## config.mk

```make
export PLATFORM = sky130hd
export DESIGN_NAME = effects_controller
export DESIGN_NICKNAME = d
export VERILOG_FILES = /design/src/rtl/effects_controller.sv
export SDC_FILE = /design/constraint.sdc
export NUM_CORES = 1
export LEC_CHECK = 0
export CORE_ASPECT_RATIO = 1.4
export CORE_MARGIN = 8
export CORE_UTILIZATION = 55
export DETAILED_ROUTE_END_ITERATION = 10
export GPL_TIMING_DRIVEN = 1
export PLACE_DENSITY = 0.87
export SYNTH_ARGS = -nofsm -noshare
export SYNTH_HDL_FRONTEND = slang
export SYNTH_SLANG_ARGS = --single-unit
```

## constraint.sdc

```tcl
create_clock -name clk -period 4.15 [get_ports clk]
set_input_delay 0.6225 -clock clk [delete_from_list [all_inputs] [get_ports clk]]
set_output_delay 0.6225 -clock clk [all_outputs]
set_load 0.01 [all_outputs]
```

## src/rtl/effects_controller.sv

```systemverilog
// Audio effects controller: buffers incoming samples in a small FIFO, hands each one to the
// effect stage, and forwards the selected result (or the raw sample on timeout) to the transmitter.
module effects_controller #(
  parameter int d_width    = 16,
  parameter int fifo_depth = 4,
  parameter int timeout    = 255
) (
  input  logic               clk,
  input  logic               reset,
  input  logic               i_sample_valid,
  input  logic [d_width-1:0] i_sample,
  input  logic [1:0]         sw,
  output logic               o_data_ready,
  output logic [d_width-1:0] o_data,
  input  logic               i_read_enable,
  output logic               o_read_done,
  input  logic               i_data_valid,
  input  logic [d_width-1:0] i_data_sw0,
  input  logic [d_width-1:0] i_data_sw1,
  output logic [d_width-1:0] o_sample,
  output logic               o_sample_valid,
  output logic [7:0]         o_overflow_cnt,
  output logic               o_timeout
);

  localparam int AW = $clog2(fifo_depth);
  localparam int CW = $clog2(timeout + 1);

  typedef enum logic [2:0] {S_IDLE, S_OFFER, S_DONE, S_WAIT, S_OUT} state_t;

  state_t             r_state;
  logic [d_width-1:0] r_mem [fifo_depth];
  logic [AW:0]        r_wptr;
  logic [AW:0]        r_rptr;
  logic [7:0]         r_overflow_cnt;
  logic               r_data_ready;
  logic [d_width-1:0] r_data;
  logic               r_read_done;
  logic [d_width-1:0] r_raw;
  logic [CW-1:0]      r_wait_cnt;
  logic [d_width-1:0] r_sample;
  logic               r_sample_valid;
  logic               r_timeout;

  logic               w_empty;
  logic               w_full;
  logic               w_pop;
  logic               w_push;
  logic [d_width-1:0] w_head;
  logic [d_width-1:0] w_selected;

  // Extra pointer MSB distinguishes full from empty when the index bits match.
  assign w_empty = (r_wptr == r_rptr);
  assign w_full  = (r_wptr[AW] != r_rptr[AW]) && (r_wptr[AW-1:0] == r_rptr[AW-1:0]);
  assign w_pop   = (r_state == S_OFFER) && i_read_enable;
  assign w_push  = i_sample_valid && (!w_full || w_pop);
  assign w_head  = r_mem[r_rptr[AW-1:0]];

  assign w_selected = sw[1] ? i_data_sw1 :
                      sw[0] ? i_data_sw0 : r_raw;

  // NOTE: sample storage has no reset; the FIFO is defined empty by its pointers alone,
  // and every externally visible value comes from a reset register.
  always_ff @(posedge clk) begin
    if (w_push) r_mem[r_wptr[AW-1:0]] <= i_sample;
  end

  // NOTE: all sequential state uses non-blocking assignments so every register samples
  // the pre-edge values of the others, independent of statement order.
  always_ff @(posedge clk or negedge reset) begin
    if (!reset) begin
      r_wptr         <= '0;
      r_rptr         <= '0;
      r_overflow_cnt <= '0;
    end else begin
      if (w_push) r_wptr <= r_wptr + (AW+1)'(1);
      if (w_pop)  r_rptr <= r_rptr + (AW+1)'(1);
      if (i_sample_valid && !w_push && (r_overflow_cnt != 8'hFF))
        r_overflow_cnt <= r_overflow_cnt + 8'd1;
    end
  end

  always_ff @(posedge clk or negedge reset) begin
    if (!reset) begin
      r_state        <= S_IDLE;
      r_data_ready   <= 1'b0;
      r_data         <= '0;
      r_read_done    <= 1'b0;
      r_raw          <= '0;
      r_wait_cnt     <= '0;
      r_sample       <= '0;
      r_sample_valid <= 1'b0;
      r_timeout      <= 1'b0;
    end else begin
      case (r_state)
        S_IDLE: begin
          if (!w_empty) begin
            r_state      <= S_OFFER;
            r_data_ready <= 1'b1;
            r_data       <= w_head;
          end
        end
        S_OFFER: begin
          if (i_read_enable) begin
            r_raw        <= w_head;
            r_data_ready <= 1'b0;
            r_read_done  <= 1'b1;
            r_state      <= S_DONE;
          end
        end
        S_DONE: begin
          r_read_done <= 1'b0;
          r_wait_cnt  <= '0;
          r_state     <= S_WAIT;
        end
        S_WAIT: begin
          if (i_data_valid) begin
            r_sample       <= w_selected;
            r_sample_valid <= 1'b1;
            r_state        <= S_OUT;
          end else if (r_wait_cnt == CW'(timeout - 1)) begin
            r_wait_cnt     <= r_wait_cnt + CW'(1);
            r_sample       <= r_raw;
            r_sample_valid <= 1'b1;
            r_timeout      <= 1'b1;
            r_state        <= S_OUT;
          end else begin
            r_wait_cnt <= r_wait_cnt + CW'(1);
          end
        end
        S_OUT: begin
          r_sample_valid <= 1'b0;
          // Fold the IDLE check in here so back-to-back samples complete every 4 cycles.
          if (!w_empty) begin
            r_state      <= S_OFFER;
            r_data_ready <= 1'b1;
            r_data       <= w_head;
          end else begin
            r_state <= S_IDLE;
          end
        end
        default: r_state <= S_IDLE;
      endcase
    end
  end

  assign o_data_ready   = r_data_ready;
  assign o_data         = r_data;
  assign o_read_done    = r_read_done;
  assign o_sample       = r_sample;
  assign o_sample_valid = r_sample_valid;
  assign o_overflow_cnt = r_overflow_cnt;
  assign o_timeout      = r_timeout;

endmodule

```

==> key figures <==
Status
  – Status: finished clean

STA
  – Tmin final: 2.76 ns
  – F_max: about 0.36 GHz
  – Unrepaired setup endpoints after global routing: false
  – Slew Limit Fails: 0
  – Period utilization: 66.5%
  – Slew @ Worst Pin: approximately 1.2 ns
  – Final setup TNS: 0 ns
  – Relative slew slack: 18.0%
  – Clk_skew: 0.00556 ns
  – Setup ws final: approximately 1.4 ns
  – Final Hold Fails: 0
  – Count of final setup violators: 0

CTS
  – CTS tree: built
  – Hold buffers post-CTS: 0
  – CTS sink cnt: between 100 and 150
  – Num CTS Buffers: 17
  – Max clock buf depth: 2
  – Clk slew on worst S/H paths: 0.06 ns
  – Post-CTS Setup Inserts: 0
  – # resized after CTS: 0
  – Root buffer cell: clkbuf_16
  – Max H-tree Level: 4
  – Clk_lat worst skew: around 0.41 ns

Power
  – Leak: 3.04 nW
  – Psw: 1.74 mW
  – Sw Ratio: 30.1%
  – Pint: just over 4 mW
  – Gate power share: 32.1%
  – Pwr Density: ~760 nW/um^2
  – Clock power frac: between 20% and 30%
  – Reg power frac: 39.5%
  – Worst vdd ir: 0.449 mV

Final layout
  – Syn-to-layout area delta: 29.5%
  – Commonest cells after routing, fill and taps aside: 97 x clkdlybuf4s50_1, 77 x dfrtp_1, 64 x edfxtp_1
  – FILL cells: 668
  – Nets: around 560
  – Share of cells above drive strength 1: between 10% and 20%
  – Ant diodes: 0
  – Multi-input gate area: 1900 um^2
  – Commonest non-fill, non-tap cell in the layout: clkdlybuf4s50_1
  – Seq. cell area: 3850 um^2

GRT
  – Vias in the first global route: 3929
  – Total GRT Usage: 19.0%
  – Largest net degree at the start of global routing: just under 80
  – Grt ovf: 0
  – Antenna violations before repair: 0
  – First-pass GRT wire length: 21200 um

Place
  – Pre-CTS setup slack: 1.08 ns
  – Routability Congestion: 0.797
  – Hpwl dp: 8880 um
  – Port buffer count: roughly 100

Die
  – Rows: 45
  – DIE HEIGHT: 139 um
  – Chip width: 104 um
  – Initial Utilization: 55.3%
  – Die area: 14400 um^2
  – # IOs: 99
  – Core ar.: 10700 um^2

Critical path
  – Critical path required time: about 4.4 ns
  – CP Data Arrival Time: 3.01 ns
  – Max FO, Critical Path: 19
  – Reg2Reg Setup Slack: about 1.4 ns
  – WS Path Type: reg2reg
  – Setup crit end kind: flip-flop
  – Type of origin of the critical path: flip-flop

Synth
  – Syn Nets: 453
  – Seq/Total Area, Yosys: 65.0%
  – Ys Warns: 0
  – Cell count after synthesis: 390
  – Syn avg cell area: 15.2 um^2
  – Post-Syn Area: approximately 5900 um^2
  – FF+latch count, synth: 141
  – Unique masters post-synth: 39

Route
  – WL/cell: 20.3 um
  – Residual DRC: 0
  – Vias per std cell: 5.60
  – Vias post-DR: 3616
  – Antenna viol nets, final: 0
  – Total wire length: 13100 um
  – Pre-antenna DRT Iters: 5
  – Violation count after the first detailed-route iteration: 134

Run
  – Max-cap violations: 0

Hold path
  – Hold WC Path Type: in2async
==> state kept, by name, summed over array words and instances, names as in the netlist <==
register,cells
r_wait_cnt,8
o_sample,16
o_sample_valid,1
o_read_done,1
o_overflow_cnt,8
r_mem,64
o_timeout,1
r_rptr,3
o_data_ready,1
o_data,16
r_wptr,3
r_raw,16
r_state,3
==> layer usage <==
layer | global-route usage, % | wire length [um]
met5 | 0 | 0
met4 | 9.33 | 453
met3 | 5.40 | 541
met2 | 33.4 | 7170
met1 | 20.5 | 4920
==> cells in the mapped netlist <==
library cell  instances  area share (%)
clkbuf_1              8            0.51
a22o_1                1            0.15
buf_2                 7            0.59
a211o_1               1            0.15
o22ai_1               1            0.11
dfrtp_1              77              33
mux2i_1              30             5.1
buf_4                 1            0.13
nor4_1                2            0.21
nand3b_1              2            0.25
or3_1                 3            0.32
mux2_2               38             7.2
o2111a_1              1            0.19
mux4_2               16             6.1
or4_4                 1            0.19
nor3_1                7            0.59
edfxtp_1             64              32
o32ai_1               1            0.15
xnor2_1               6            0.89
a21oi_1              17             1.4
and3_1                4            0.42
o21bai_1              1            0.13
nand2_1              10            0.63
a211oi_2              1            0.21
nand4_1               4            0.42
buf_1                 1           0.063
o21ai_0               5            0.42
nand3_1               8            0.68
xor2_1               11             1.6
nor3b_1               2            0.25
inv_1                20             1.3
nor2_1               22             1.4
nand4bb_1             1            0.19
buf_6                 2            0.38
a21o_1                3            0.38
and4bb_4              1            0.27
nand2b_1              1            0.11
and4bb_2              1            0.21
ha_1                  8             1.7
==> layout make-up <==
cell class | count | area share (%)
sequential | 141 | 50.2
tap | 141 | 2.30
clock buffer | 18 | 5.73
clock inverter | 14 | 2.81
multi-input combinational | 210 | 24.8
inverter | 20 | 0.979
timing repair buffer | 102 | 13.2
==> power groups by stage <==
stage               registers [mW]  logic [mW]  clock network (mW)
CTS                           2.29        1.89                1.66
detailed placement            2.30        1.85                   0
finish                        2.29        1.86                1.65
global route                  2.35        2.00                1.72
floorplan                     2.26        1.09                   0
global placement              2.27        1.77                   0
==> stage by stage <==
stage | total power, mW | cells | utilization, % | hold WS, ns | cell area, um^2
2_1_floorplan | 3.35 | 390 | - | 0.327 | 5920
6_report | 5.80 | 646 | 71.6 | 0.352 | 7660
3_5_place_dp | 4.15 | 614 | 65.5 | 0.447 | 7010
5_1_grt | 6.07 | 646 | 71.6 | 0.454 | 7660
3_3_place_gp | 4.04 | 614 | 65.5 | 0.443 | 7010
4_1_cts | 5.84 | 646 | 71.6 | 0.400 | 7660
==> worst paths after layout <==
kind,start,to,cells past startpoint
min in group clk,o_timeout$_DFFE_PN0P_,o_timeout$_DFFE_PN0P_,1
worst max-delay path,r_rptr[1]$_DFFE_PN0P_,r_wptr[2]$_DFFE_PN0N_,4
worst min-delay path,reset,o_sample[10]$_DFFE_PN0P_,1
worst max register to register,r_rptr[1]$_DFFE_PN0P_,r_wptr[2]$_DFFE_PN0N_,4
worst min register to register,o_timeout$_DFFE_PN0P_,o_timeout$_DFFE_PN0P_,1
max in group asynchronous,reset,r_raw[0]$_DFFE_PN0P_,1
==> worst max-delay path, cell delays in order (launching register included) <==
cell and delay, ns:
dfrtp_1 0.90, xor2_1 0.25, or4_4 0.66, and3_1 0.52, xor2_1 0.26
==> kinds of logic (layout without fill, tap and decap cells) <==
logic type | count (synthesis) | count (layout) | synth area share [%]
adders and majority gates | 8 | 8 | 1.69
buffers and inverters | 39 | 154 | 2.94
muxes | 84 | 84 | 18.4
AOI/OAI and AO/OA | 32 | 32 | 3.32
xor gates and xnor gates | 17 | 17 | 2.51
DFF | 141 | 141 | 65.0
and+or+nand+nor | 69 | 69 | 6.15
(Power assumes the default switching activity.)
